File: src/rtl/a2s_pkg.sv
// Shared types and width helpers for the AXI-read-to-stream burst engine.
// Optional feature macro used by the engine: A2S_RRESP_CHECK_EN.
package a2s_pkg;

  typedef enum logic [1:0] {
    IDLE = 2'd0,
    ADDR = 2'd1,
    DATA = 2'd2
  } state_t;

  localparam logic [1:0] RESP_OKAY = 2'b00;

  // Bits needed to index one beat inside a burst.
  function automatic int beat_w(input int burst_len);
    return $clog2(burst_len);
  endfunction

  // Bits needed to index one bank of the local buffer.
  function automatic int bank_w(input int nbank);
    return $clog2(nbank);
  endfunction

  // Bits needed to hold a credit count in 0..nbank.
  function automatic int credit_w(input int nbank);
    return $clog2(nbank + 1);
  endfunction

  // Byte distance between consecutive bursts in the ring.
  function automatic int stride_bytes(input int burst_len, input int beat_bytes);
    return burst_len * beat_bytes;
  endfunction

endpackage

File: src/rtl/a2s_credit_cnt.sv
// Saturating credit counter (0..NBANK) for the burst engine.
// load refills to NBANK and clears overflow; inc/dec in the same cycle cancel.
module a2s_credit_cnt
  import a2s_pkg::*;
#(
  parameter int NBANK = 2
)(
  input  logic                       clk,
  input  logic                       rst,
  input  logic                       load,
  input  logic                       inc,
  input  logic                       dec,
  output logic [credit_w(NBANK)-1:0] count,
  output logic                       ovf
);

  localparam int CW = credit_w(NBANK);
  localparam logic [CW-1:0] FULL = CW'(NBANK);

  logic [CW-1:0] r_count;
  logic          r_ovf;

  // Credit register: refill on load, saturate at both ends, flag a lost credit.
  always_ff @(posedge clk or posedge rst) begin
    if (rst) begin
      r_count <= '0;
      r_ovf   <= 1'b0;
    end else if (load) begin
      r_count <= FULL;
      r_ovf   <= 1'b0;
    end else if (inc && !dec) begin
      if (r_count == FULL) r_ovf <= 1'b1;
      else                 r_count <= r_count + CW'(1);
    end else if (dec && !inc) begin
      if (r_count != '0) r_count <= r_count - CW'(1);
    end
  end

  assign count = r_count;
  assign ovf   = r_ovf;

endmodule

File: src/rtl/a2s_burst_reader.sv
// Credit-driven burst engine: reads fixed-length bursts from a DDR ring buffer
// over AXI and writes them into an NBANK-bank local stream buffer.
// Optional macro A2S_RRESP_CHECK_EN: a non-OKAY rresp on any beat marks the burst faulty.
module a2s_burst_reader
  import a2s_pkg::*;
#(
  parameter int BURST_LEN  = 16,
  parameter int NBANK      = 2,
  parameter int BEAT_BYTES = 4,
  parameter int AW         = 32,
  parameter int SIZE_W     = 18
)(
  input  logic                                          AXI_clk,
  input  logic                                          rst,
  input  logic                                          sync,
  input  logic                                          req,
  input  logic [AW-1:0]                                 obase,
  input  logic [SIZE_W-1:0]                             osize,
  output logic [AW-1:0]                                 AXI_araddr,
  output logic [7:0]                                    AXI_arlen,
  output logic                                          AXI_arvalid,
  input  logic                                          AXI_arready,
  input  logic                                          AXI_rvalid,
  output logic                                          AXI_rready,
  input  logic                                          AXI_rlast,
  input  logic [1:0]                                    AXI_rresp,
  output logic [bank_w(NBANK)+beat_w(BURST_LEN)-1:0]    a2s_addr,
  output logic                                          a2s_en,
  output logic                                          a2s_err,
  output logic                                          a2s_ovf,
  output logic [SIZE_W-1:0]                             oacnt,
  output logic [31:0]                                   obcnt
);

  localparam int BW        = beat_w(BURST_LEN);
  localparam int BW1       = BW + 1;
  localparam int KW        = bank_w(NBANK);
  localparam int CW        = credit_w(NBANK);
  localparam int STRIDE_LG = $clog2(stride_bytes(BURST_LEN, BEAT_BYTES));
  localparam logic [BW1-1:0] BEAT_END  = BW1'(BURST_LEN);
  localparam logic [BW1-1:0] BEAT_LAST = BW1'(BURST_LEN - 1);

  state_t            r_state,  w_state_next;
  logic [AW-1:0]     r_araddr, w_araddr_next;
  logic              r_arvalid, w_arvalid_next;
  logic              r_rready, w_rready_next;
  logic [BW1-1:0]    r_beat,   w_beat_next;
  logic [KW-1:0]     r_bank,   w_bank_next;
  logic [SIZE_W-1:0] r_oacnt,  w_oacnt_next;
  logic [31:0]       r_obcnt,  w_obcnt_next;
  logic              r_err,    w_err_next;
  logic              r_drain,  w_drain_next;
  logic              r_fault,  w_fault_next;

  logic              w_ar_hs, w_r_hs, w_beat_ok, w_bad_resp, w_credit_dec;
  logic [SIZE_W-1:0] w_osize_m1;
  logic [CW-1:0]     w_credit;
  logic              w_ovf;

  assign w_ar_hs    = r_arvalid & AXI_arready;
  assign w_r_hs     = AXI_rvalid & r_rready;
  assign w_beat_ok  = (r_beat < BEAT_END);
  assign w_osize_m1 = osize - SIZE_W'(1);
  // A burst whose AR was accepted after (or together with) sync is an abort
  // and must not consume one of the fresh prefill credits.
  assign w_credit_dec = w_ar_hs & ~r_drain & ~sync;

`ifdef A2S_RRESP_CHECK_EN
  assign w_bad_resp = (AXI_rresp != RESP_OKAY);
`else
  logic w_unused_rresp;
  assign w_bad_resp     = 1'b0;
  assign w_unused_rresp = ^AXI_rresp;
`endif

  a2s_credit_cnt #(.NBANK(NBANK)) u_credit (
    .clk   (AXI_clk),
    .rst   (rst),
    .load  (sync),
    .inc   (req & ~sync),
    .dec   (w_credit_dec),
    .count (w_credit),
    .ovf   (w_ovf)
  );

  // State and datapath registers.
  always_ff @(posedge AXI_clk or posedge rst) begin
    if (rst) begin
      r_state   <= IDLE;
      r_araddr  <= '0;
      r_arvalid <= 1'b0;
      r_rready  <= 1'b0;
      r_beat    <= '0;
      r_bank    <= '0;
      r_oacnt   <= '0;
      r_obcnt   <= '0;
      r_err     <= 1'b0;
      r_drain   <= 1'b0;
      r_fault   <= 1'b0;
    end else begin
      r_state   <= w_state_next;
      r_araddr  <= w_araddr_next;
      r_arvalid <= w_arvalid_next;
      r_rready  <= w_rready_next;
      r_beat    <= w_beat_next;
      r_bank    <= w_bank_next;
      r_oacnt   <= w_oacnt_next;
      r_obcnt   <= w_obcnt_next;
      r_err     <= w_err_next;
      r_drain   <= w_drain_next;
      r_fault   <= w_fault_next;
    end
  end

  // Next-state logic: issue AR, stream R beats, and apply sync last so it wins.
  always_comb begin
    w_state_next   = r_state;
    w_araddr_next  = r_araddr;
    w_arvalid_next = r_arvalid;
    w_rready_next  = r_rready;
    w_beat_next    = r_beat;
    w_bank_next    = r_bank;
    w_oacnt_next   = r_oacnt;
    w_obcnt_next   = r_obcnt;
    w_err_next     = r_err;
    w_drain_next   = r_drain;
    w_fault_next   = r_fault;

    case (r_state)
      IDLE: begin
        if ((w_credit != '0) && !sync) begin
          w_state_next   = ADDR;
          w_arvalid_next = 1'b1;
          w_araddr_next  = obase + (AW'(r_oacnt) << STRIDE_LG);
        end
      end
      ADDR: begin
        // arvalid cannot be withdrawn, so a sync here turns the burst into an abort.
        if (sync) w_drain_next = 1'b1;
        if (w_ar_hs) begin
          w_state_next   = DATA;
          w_arvalid_next = 1'b0;
          w_rready_next  = 1'b1;
          w_beat_next    = '0;
          w_fault_next   = 1'b0;
          if (!r_drain && !sync) begin
            if (r_oacnt == w_osize_m1) begin
              w_oacnt_next = '0;
              w_obcnt_next = r_obcnt + 32'd1;
            end else begin
              w_oacnt_next = r_oacnt + SIZE_W'(1);
            end
          end
        end
      end
      DATA: begin
        if (sync) w_drain_next = 1'b1;
        if (w_r_hs) begin
          if (w_beat_ok)  w_beat_next  = r_beat + BW1'(1);
          if (w_bad_resp) w_fault_next = 1'b1;
          if (AXI_rlast) begin
            w_state_next  = IDLE;
            w_rready_next = 1'b0;
            w_drain_next  = 1'b0;
            if (!r_drain && !sync) begin
              w_bank_next = r_bank + KW'(1);
              w_err_next  = (r_beat != BEAT_LAST) | r_fault | w_bad_resp;
            end
          end
        end
      end
      default: w_state_next = IDLE;
    endcase

    if (sync) begin
      w_oacnt_next = '0;
      w_obcnt_next = '0;
      w_bank_next  = '0;
      w_err_next   = 1'b0;
    end
  end

  assign AXI_araddr  = r_araddr;
  assign AXI_arlen   = 8'(BURST_LEN - 1);
  assign AXI_arvalid = r_arvalid;
  assign AXI_rready  = r_rready;
  assign a2s_en      = w_r_hs & ~r_drain & w_beat_ok;
  assign a2s_addr    = {r_bank, r_beat[BW-1:0]};
  assign a2s_err     = r_err;
  assign a2s_ovf     = w_ovf;
  assign oacnt       = r_oacnt;
  assign obcnt       = r_obcnt;

endmodule

File: config.mk
export PLATFORM = sky130hd
export DESIGN_NAME = a2s_burst_reader
export DESIGN_NICKNAME = d
export VERILOG_FILES = /design/src/rtl/a2s_pkg.sv /design/src/rtl/a2s_credit_cnt.sv /design/src/rtl/a2s_burst_reader.sv
export SDC_FILE = /design/constraint.sdc
export NUM_CORES = 1
export LEC_CHECK = 0
export ABC_CLOCK_PERIOD_IN_PS = 3000
export CAP_MARGIN = 25
export CORE_MARGIN = 4
export CORE_UTILIZATION = 45
export DETAILED_ROUTE_END_ITERATION = 8
export GPL_ROUTABILITY_DRIVEN = 0
export PLACE_DENSITY = 0.78
export SLEW_MARGIN = 40
export SYNTH_ARGS = -nofsm -noshare
export SYNTH_HDL_FRONTEND = slang
export SYNTH_SLANG_ARGS = --single-unit
File: constraint.sdc
create_clock -name AXI_clk -period 3 [get_ports AXI_clk]
set_input_delay 0.45 -clock AXI_clk [delete_from_list [all_inputs] [get_ports AXI_clk]]
set_output_delay 0.45 -clock AXI_clk [all_outputs]
set_load 0.01 [all_outputs]
# Word-level counts from Yosys, hierarchy flattened
# Cells that the tools add are included.
[classes]
addsub = 8
order_cmp = 1
eq_ne = 11
n_mux = 48
bitwise = 9
n_reduce_logical = 33
[op_table]
columns = ["operator", "count"]
rows = [
  ["2-to-1 mux 32 bit", 5],
  ["2-to-1 mux 18 bit", 5],
  ["adder 32 x 1 -> 32 bit, second input constant", 1],
  ["adder 32 x 24 -> 32 bit", 1],
  ["nonzero test 2 bit", 12],
  ["2-to-1 mux 1 bit", 21],
  ["AND reduction 4 bit", 5],
  ["adder 18 x 1 -> 18 bit, second input constant", 1],
  ["equality test 18 bit", 1],
  ["2-to-1 mux 2 bit", 9],
  ["subtractor 18 x 1 -> 18 bit, second input constant", 1],
  ["2-to-1 mux 5 bit", 3],
  ["inequality test 2 bit, second input constant", 5],
  ["one-hot mux 5 bit (2 select lines)", 1],
  ["AND reduction 3 bit", 3],
  ["AND 1 bit", 7],
  ["one-hot mux 1 bit (2 select lines)", 3],
  ["one-hot mux 2 bit (3 select lines)", 1],
  ["nonzero test 3 bit", 2],
  ["adder 5 x 1 -> 5 bit, second input constant", 1],
  ["< comparator 5 bit, second input constant", 1],
  ["inequality test 5 x 4 -> 1 bit, second input constant", 1],
  ["equality test 2 bit, second input constant", 2],
  ["logical AND 1 bit", 4],
  ["9 further kinds", 14],
]
[totals]
ff_bits = 97
input_bits = 59
output_inout_bits = 100
elab_cells = 122

# Depth between registers and ports, before layout
# Gate-level depths: netlist of run 1.
[logic_depth]
ltp_word = 7
depth_mapped = 13
ltp_nobuf = 11

# Hierarchy
# Synthesis of run 1 repeated with hierarchy kept, for this count alone.
[hier_totals]
cells_unflattened = 719
area_unflattened_um2 = 6341.1
[by_module_without_submodules]
columns = ["module", "n_inst", "cells_per_inst", "area_each_um2", "seq_area_each_um2"]
rows = [
  ["a2s_burst_reader", 1, 701, 6168.4, 2352.3],
  ["a2s_credit_cnt", 1, 18, 172.7, 75.1],
]

# Worst setup path before layout of run 1
# No wires, ideal clock.
[synth_timing]
kind = "input-to-reg"
startpoint = "input port osize[0]"
endpoint = "register r_obcnt[16] (netlist: obcnt[16])"
setup_time_ps = 125
t_arrival_ps = 3157
t_required_ps = 2875
path_slack_ps = -281
path_stages = 11
n_path_buf = 2
cell_sequence = "inv_1 > ha_1 > or4b_1 > buf_2 > or4_4 > a22oi_2 > nand4_2 > o31a_4 > buf_2 > nor4_1 > mux2_2"
[synth_between]
elab_chain_cells = 4
[synth_rtl]
columns = ["element", "line", "text"]
rows = [
  ["start: declaration", "a2s_burst_reader.sv:18", "input logic [SIZE_W-1:0] osize,"],
  ["subtractor 18 x 1 -> 18 bit", "a2s_burst_reader.sv:63", "assign w_osize_m1 = osize - SIZE_W'(1);"],
  ["equality test 18 bit", "a2s_burst_reader.sv:147", "if (r_oacnt == w_osize_m1) begin"],
  ["nonzero test 2 bit (no source line)", "--", ""],
  ["AND reduction 4 bit (no source line)", "--", ""],
  ["end signal: assignment", "a2s_burst_reader.sv:108", "r_obcnt <= w_obcnt_next;"],
  ["end: declaration", "a2s_burst_reader.sv:50", "logic [31:0] r_obcnt, w_obcnt_next;"],
]
# Every way passes these cells.
# A chain may end at the register's enable or synchronous reset.

# Final worst setup path of run 1
[layout_timing]
startpoint = "input port osize[1]"
endpoint = "register r_obcnt[30] (netlist: obcnt[30])"
# The elaborated chain is that of the path after synthesis.

==> flow_summary.ini, run 1 <==
[floorplan]
die_w_um = 127.0
rows = 43
ios = 159
die_area_um2 = 16120
core_um2 = 13880
initial_core_util = 0.4588
dieHeight_um = 127.0

[critical_path]
worstPathRequired_ns = 3.28
cp.arrival_ns = 3.36
r2r_start = oacnt[12]$_DFFE_PP0P_
slowest_stage = or4_4
crit_chain = buf_12 -> inv_12 -> ha_4 -> or4b_4 -> or4_4 -> a22oi_2 -> nand4_4 -> buf_4 -> o31a_4 -> or4b_1 -> a21oi_1
cp_slowest_stage_delay_ns = 0.56
cp-end-kind = register
reg2reg_to = obcnt[30]$_DFFE_PP0P_
critical_path_class = input port to register
reg2regPathDepth = 9
critPathLaunchType = input port
critPathBufInv = 3
r2r_slack_ns = 0.04
crit_family = simple AND/OR/NAND/NOR gates
cp_max_fo = 8

[grt]
grt_pass1_wl_mm = 30.08
first_global_vias = 6151
antenna_found_initial = 0
grt_max_degree = 53
grt.overflow.total = 0
grtUsageTotal = 0.2270

[sta]
finalCritPeriodShare = 1.026
max_freq_mhz = 324.9
setup_slack_ns = -0.07830
hold_violations = 0
max_slew_margin = 0.5039
min_period_ns = 3.078
slew_violations = 0
setup_viol = 11
rsz0062_at_grt = true
worst_slew_pin_slew_ns = 0.7424
clock_skew_ns = 0.008860

[finish]
mostFrequentLayoutCells = clkdlybuf4s50_1 (135), nand2_1 (99), dfrtp_1 (97)
layout-drive-gt1-share = 0.1973
final_core_util = 0.6758
multi_input_area_um2 = 4005
fin_nets = 1049
diodes = 0
nFillCells = 1129
layout_commonest_cell = clkdlybuf4s50_1
finalNonFillerCells = 1148
area_growth_pct = 47.29
register_area_um2 = 2427

[logic_synthesis]
synth-edff-count = 0
synth_ff_type = dfrtp_1
ys_seq_area_frac = 0.3811
yosys.area.top_type = dfrtp_1
synthCells = 739
async_reset_ff_frac = 1.000
synth.avg_cell_area_um2 = 8.618
yosys_warnings = 0
synth_area_um2 = 6369
ys_seq_elements = 97
synth_top_cell_area_share = 0.3811
yosys-top-cells-area = dfrtp_1 (38%), nand2_1 (5.8%), ha_1 (5.1%)
synth_cell_types = 67

[place]
placed_cells = 1120
port_buffers = 148
place_ws_ns = -0.9978
hpwl_mm = 13.55

[routing]
drt_iter0_drc = 508
dr.pass1.iters = 5
drt-total-wl_mm = 18.97
num_vias = 6504
via_per_inst = 5.666
wl_per_cell_um = 16.53
postRouteAntennaNets = 0
drc_errors = 0

[power]
power_leakage_nw = 4.048
ir_drop_mv = 0.3822
power.density_nw_per_um2 = 476.8

[cts]
clk_pin_slew_ns = 0.07
cts_hold_buf = 0
cts.htree.levels = 3
tritoncts = yes
clock_latency_ns = 0.35
clock_sinks = 97
clockBufferDepth = 2
cts_made_buffers = 9
cts_root_buffer = clkbuf_16

[worst_hold_path]
hold_path.startpoint = sync
holdPathStages = 2
hold_path.class = input port to register
hold_end = a2s_err$_DFFE_PP0P_

[outcome]
status = complete, but fails checks
violations = negative setup slack

[run]
maxCapViolations = 0
-- registers in the layout, summed over array words and instances, names as in the netlist --
register and cells:
AXI_araddr 32, obcnt 32, oacnt 18, r_beat 5, r_state 2, u_credit.count 2
AXI_arvalid 1, AXI_rready 1, a2s_err 1, r_bank 1, r_drain 1, u_credit.ovf 1
-- what timing repair did --
item / 4_1_cts / 5_1_grt
endpoints found under the setup margin: 52 / 48
pin swaps: 16 / 20
setup buffers: 3 / 6
endpoints found under the hold margin: 0 / 0
gates cloned: 3 / 0
gates resized for setup: 38 / 46
-- synthesized netlist by cell type, types with 3 or more instances --
cell / number
o41ai_1: 7
nand4_1: 14
mux2_1: 4
nor2_1: 44
o311ai_0: 4
nand3_1: 18
a21oi_1: 35
clkbuf_1: 22
nor2b_1: 15
nor3_1: 23
nand2b_1: 5
xnor2_1: 30
o21a_1: 4
or2_2: 4
and3b_1: 3
o21ai_0: 64
a21o_1: 7
and3_1: 13
o31ai_1: 8
or4b_1: 3
a31oi_1: 17
mux2_2: 7
or3_1: 15
ha_1: 26
or4_1: 11
a211oi_1: 3
nand2_1: 99
o211ai_1: 4
and2_1: 5
a41oi_1: 3
buf_4: 13
buf_2: 5
xor2_1: 22
nor4_1: 16
o21bai_1: 3
and4_1: 3
inv_1: 28
dfrtp_1: 97
-- layout make-up --
type                    count  area share
clock buffers              11     0.02694
clock inverters             5    0.006536
inverters                  28     0.01334
multi-input cells         579      0.4270
flip-flops and latches     97      0.2588
well taps                 180     0.02401
repair buffers            248      0.2434
-- metrics by stage --
stage / area (µm²) / total power (W) / setup TNS (ns) / hold slack (ns)
4_1_cts: 9121 / 0.004503 / 0 / 0.3542
6_report: 9380 / 0.004473 / -0.3984 / 0.3738
3_5_place_dp: 8670 / 0.003261 / -42.12 / 0.4614
3_3_place_gp: 8670 / 0.003215 / -39.32 / 0.4509
2_1_floorplan: 6519 / 0.002484 / -3.990 / 0.4890
5_1_grt: 9380 / 0.004728 / -2.576 / 0.3834
-- per-layer routing --
layer  routed length [µm]  share of wire  GRT usage
met5                    0              0          0
met4                  346          0.018    0.07697
met3                 1055          0.056    0.04505
met2                 9592           0.51     0.3817
met1                 7979           0.42     0.2929
-- power breakdown --
group	internal (W)	switching, W
logic	0.000762	0.000756
clock network	0.000695	0.000530
registers	0.00157	0.000162
total	0.00302	0.00145
-- how the worst max path moves through the flow --
stage                     slack, ns       from  cells after the start                    endpoint
after CTS                     0.009   obase[6]                     12  AXI_araddr[28]$_DFFE_PP0P_
after global routing          -0.15  osize[14]                     10       obcnt[30]$_DFFE_PP0P_
after detailed placement       -1.0   osize[1]                     11        obcnt[4]$_DFFE_PP0P_
after floorplan               -0.26   osize[1]                     11       obcnt[30]$_DFFE_PP0P_
after global placement        -0.95   osize[1]                     12       obcnt[26]$_DFFE_PP0P_
final                         -0.08   osize[1]                     11       obcnt[30]$_DFFE_PP0P_
-- logic make-up after synthesis --
family          after synthesis  synth area share
other cells                   2          0.001179
xor+xnor                     52           0.07151
buf+inv                      71           0.05285
flops                        97            0.3811
compound gates              176            0.1735
simple gates                301            0.2430
mux                          13           0.02259
fa+ha+maj                    27           0.05422
Power figures use the tool's default switching activity.
==> inputs of run 2 (changes only) <==
Settings changed: CORE_ASPECT_RATIO set to 0.5.
==> flow_summary.ini, run 2 (same netlist as run 1, synthesis figures left out) <==
[outcome]
status = complete, but fails checks
violations = negative setup slack

[sta]
max_freq_mhz = 318.0
clock_skew_ns = 0.01389
hold_violations = 0
worst_slew_pin_slew_ns = 0.9264
max_slew_margin = 0.3809
setup_viol = 21
setup_slack_ns = -0.1446
fin_hold_ws_ns = 0.4764
rsz0062_at_grt = true
finalCritPeriodShare = 1.048
slew_violations = 0
min_period_ns = 3.145

[finish]
fin_nets = 1045
multi_input_area_um2 = 4189
area_growth_pct = 50.65
finalNonFillerCells = 1156
nFillCells = 1031
mostFrequentLayoutCells = clkdlybuf4s50_1 (133), nand2_1 (99), dfrtp_1 (97)
layout-drive-gt1-share = 0.2189
register_area_um2 = 2427
layout_commonest_cell = clkdlybuf4s50_1
diodes = 0

[run]
maxCapViolations = 0

[power]
switchingPower_w = 0.001481
power_leakage_nw = 4.155
pwr-share-seq = 0.392
power_frac_comb = 0.350
swShare = 0.3350
clkPwrFrac = 0.258
power.density_nw_per_um2 = 460.8
ir_drop_mv = 0.3145
internal_power_w = 0.002940

[critical_path]
worstPathRequired_ns = 3.27
cp.arrival_ns = 3.42
cp-end-kind = register
critical_path_class = input port to register
critPathLaunchType = input port
cp_max_fo = 6

[routing]
dr.pass1.iters = 5
drc_errors = 0
via_per_inst = 5.634
wl_met1_mm = 8.555
drt-total-wl_mm = 19.68
drt_iter0_drc = 528
postRouteAntennaNets = 0
wl_met2_mm = 9.780
num_vias = 6513
wl_per_cell_um = 17.02
top_layer = met4
route.met3.wl_mm = 1.094

[floorplan]
ios = 159
rows = 30
core_um2 = 13700
dieHeight_um = 92.12
die_w_um = 176.2
die_area_um2 = 16240
initial_core_util = 0.4648

[cts]
cts_made_buffers = 9
cts.htree.levels = 3
clk_pin_slew_ns = 0.08
cts_root_buffer = clkbuf_16
clock_latency_ns = 0.36
cts_hold_buf = 0
tritoncts = yes
clockBufferDepth = 2
clock_sinks = 97

[grt]
grt.overflow.total = 0
grtUsageTotal = 0.2298
first_global_vias = 6372
grt_pass1_wl_mm = 30.97
grt_max_degree = 59
antenna_found_initial = 0

[place]
hpwl_mm = 13.46
place_ws_ns = -0.9923
placed_cells = 1122
port_buffers = 148

[worst_hold_path]
hold_path.class = register to register
run 2: cell count changes in the layout (fill, tap and decap cells not counted), moves of 3 or more:
| cell | before | now |
|---|---|---|
| a21oi_1 | 33 | 24 |
| a21oi_2 | 2 | 11 |
| buf_12 | 3 | 7 |
| buf_4 | 94 | 87 |
| clkinvlp_4 | 3 | 0 |
| mux2_2 | 5 | 2 |
| mux2_4 | 3 | 8 |
| nor4_2 | 5 | 1 |
| nor4_4 | 6 | 10 |
| o21ai_0 | 62 | 56 |
| o21ai_1 | 1 | 5 |
| or3_1 | 13 | 8 |
| or3_4 | 2 | 7 |
run 2: power by group through the flow:
stage / clock [W] / sequential, W / combinational (W)
final: 0.00114 / 0.00173 / 0.00155
after CTS: 0.00116 / 0.00173 / 0.00155
after floorplan: 0 / 0.00184 / 0.000642
after global placement: 0 / 0.00174 / 0.00148
after global routing: 0.00122 / 0.00177 / 0.00170
after detailed placement: 0 / 0.00176 / 0.00152
run 2: repair_timing:
item	CTS	global route
endpoints found under the setup margin	53	42
resized for setup	58	73
buffers inserted	12	4
cloned	2	0
pin swaps	22	21
run 2: final timing paths:
kind	endpoint	from	slack, ns	depth (start not counted)
worst max register to register	obcnt[30]$_DFFE_PP0P_	oacnt[12]$_DFFE_PP0P_	0	9
worst min register to register	AXI_araddr[9]$_DFFE_PP0P_	AXI_araddr[9]$_DFFE_PP0P_	0.48	2
worst min-delay path	AXI_araddr[9]$_DFFE_PP0P_	AXI_araddr[9]$_DFFE_PP0P_	0.48	2
min in group asynchronous	r_beat[1]$_DFFE_PP0P_	rst	0.58	2
worst max-delay path	obcnt[30]$_DFFE_PP0P_	osize[1]	-0.14	11
max in group asynchronous	AXI_araddr[4]$_DFFE_PP0P_	rst	1.71	3
run 2: final cells by class:
class	instances	share of cell area
clock buffer	10	0.02491
timing repair buffer	245	0.2424
sequential	97	0.2530
tap	192	0.02504
clock inverter	6	0.004956
multi-input combinational	578	0.4366
inverter	28	0.01304
run 2: per-stage QoR:
| step | setup TNS, ns | utilization | power (W) | instance area [µm²] |
|---|---|---|---|---|
| global placement | -39.12 | 0.6302 | 0.003219 | 8635 |
| finish | -0.9440 | 0.7003 | 0.004421 | 9594 |
| CTS | 0 | 0.6716 | 0.004436 | 9201 |
| floorplan | -3.990 | - | 0.002484 | 6519 |
| detailed placement | -43.20 | 0.6302 | 0.003275 | 8635 |
| global route | -2.570 | 0.7003 | 0.004691 | 9594 |
run 2: routing by layer:
metal | up-vias | track usage
li1 | 3098 | -
met1 | 3184 | 0.2984
met2 | 202 | 0.4040
met3 | 29 | 0.03954
met4 | 0 | 0.05058
met5 | - | 0
run 2: critical path: stages:
cell,delay (ns)
buf_12,0.11
inv_12,0.04
ha_4,0.13
or4b_4,0.50
or4_4,0.56
a22oi_2,0.19
nand4_4,0.17
buf_12,0.18
o31a_2,0.35
or4b_4,0.55
a21oi_2,0.18
==> inputs of run 3 (changes only) <==
Settings changed: CELL_PAD_IN_SITES_DETAIL_PLACEMENT set to 0, CELL_PAD_IN_SITES_GLOBAL_PLACEMENT set to 2, CORE_UTILIZATION 45 to 26, PLACE_DENSITY 0.78 to 0.77.
==> flow_summary.ini, run 3 (same netlist as run 1, synthesis figures left out) <==
[floorplan]
core_um2 = 24020
die_area_um2 = 27220
rows = 40
dieHeight_um = 118.7
initial_core_util = 0.2651
die_w_um = 229.3
ios = 159

[place]
hpwl_mm = 15.68
port_buffers = 148
placed_area_um2 = 8981

[critical_path]
reg2regPathDepth = 9
critPathBufInv = 3
worstPathRequired_ns = 3.29
crit_family = simple AND/OR/NAND/NOR gates
crit_chain = buf_12 -> inv_12 -> ha_4 -> or4b_4 -> or4_4 -> a22oi_2 -> nand4_4 -> o31a_4 -> buf_4 -> or4_1 -> a21oi_2
critical_path_class = input port to register
cp-end-kind = register
critPathLaunchType = input port
reg2reg_to = obcnt[7]$_DFFE_PP0P_
r2r_slack_ns = 0.11
cp_max_fo = 8
cp_slowest_stage_delay_ns = 0.56
cp.arrival_ns = 3.36
slowest_stage = or4_4
r2r_start = oacnt[14]$_DFFE_PP0P_

[finish]
area_growth_pct = 52.40
fin_nets = 1065
diodes = 0
layout_commonest_cell = clkdlybuf4s50_1
finish.instance_area_um2 = 9706
final_core_util = 0.4040
layout-drive-gt1-share = 0.2187
mostFrequentLayoutCells = clkdlybuf4s50_1 (135), buf_4 (110), nand2_1 (99)

[worst_hold_path]
holdPathStages = 2
hold_path.startpoint = sync
hold_end = r_bank$_DFFE_PP0P_
hold_path.class = input port to register

[routing]
drt-total-wl_mm = 20.86
drt_iter0_drc = 327
via_per_inst = 4.854
dr.pass1.iters = 4
wl_per_cell_um = 16.07
postRouteAntennaNets = 0
drc_errors = 0
num_vias = 6300

[grt]
grt_pass1_wl_mm = 33.71
antenna_found_initial = 0
grtUsageTotal = 0.1521
grt_max_degree = 53
first_global_vias = 6333
grt.overflow.total = 0

[cts]
clk_pin_slew_ns = 0.07
cts_root_buffer = clkbuf_16
clock_sinks = 97
tritoncts = yes
clockBufferDepth = 2
cts.htree.levels = 3
cts_made_buffers = 9
clock_latency_ns = 0.36

[power]
ir_drop_mv = 0.2459
power_leakage_nw = 4.154
power.density_nw_per_um2 = 454.1

[outcome]
violations = negative setup slack
status = complete, but fails checks

[sta]
slew_violations = 0
tns_ns = -0.6994
worst_slew_pin_slew_ns = 0.6230
hold_violations = 0
clock_skew_ns = 0.01240
setup_slack_ns = -0.06578
max_freq_mhz = 326.2
finalCritPeriodShare = 1.022
setup_viol = 21
min_period_ns = 3.066
max_slew_margin = 0.5837
rsz0062_at_grt = true

[run]
maxCapViolations = 0
-- run 3: worst max path at each step --
stage | depth (start not counted) | from | end | slack, ns
2_1_floorplan | 11 | osize[1] | obcnt[30]$_DFFE_PP0P_ | -0.26
3_3_place_gp | 11 | osize[1] | obcnt[28]$_DFFE_PP0P_ | -0.95
3_5_place_dp | 11 | osize[1] | obcnt[20]$_DFFE_PP0P_ | -0.98
4_1_cts | 13 | osize[1] | obcnt[28]$_DFFE_PP0P_ | -0.11
5_1_grt | 12 | osize[1] | obcnt[24]$_DFFE_PP0P_ | -0.14
6_report | 11 | osize[1] | obcnt[7]$_DFFE_PP0P_ | -0.07
-- run 3: layout make-up --
cell class / count / area [µm²]
well taps: 315 / 394.1
clock buffers: 11 / 242.7
multi-input cells: 578 / 4063
flip-flops and latches: 97 / 2427
clock inverters: 4 / 28.78
inverters: 28 / 125.1
repair buffers: 265 / 2425
fillers: 2431 / 14320
-- run 3: report_power, final --
part / total, W / internal [W] / switching [W]
Combinational: 0.00156 / 0.000770 / 0.000785
Clock: 0.00112 / 0.000583 / 0.000539
Sequential: 0.00173 / 0.00157 / 0.000162
Total: 0.00441 / 0.00292 / 0.00149
-- run 3: what timing repair did --
item,in CTS,in global routing
setup buffers,8,6
cloned,1,0
pin swaps,28,21
hold buffers,0,0
endpoints found under the setup margin,58,38
gates resized for setup,51,46
endpoints found under the hold margin,0,0
-- run 3: through the flow --
stage / setup WS [ns] / power [W] / instances / hold WS (ns)
final: -0.06578 / 0.004407 / 1298 / 0.3420
after global routing: -0.1372 / 0.004713 / 1298 / 0.3532
after CTS: -0.1059 / 0.004473 / 1293 / 0.3329
after detailed placement: -0.9779 / 0.003313 / 1269 / 0.4664
after global placement: -0.9518 / 0.003290 / 1269 / 0.4578
after floorplan: -0.2573 / 0.002484 / 745 / 0.4890
-- run 3: routing by layer --
metal  up-vias  track usage  share of wire
met3        19      0.03131          0.029
met1      3073       0.1964           0.46
li1       3131            -              -
met2        77       0.2593           0.49
met4         0      0.04176          0.014
met5         -            0              0
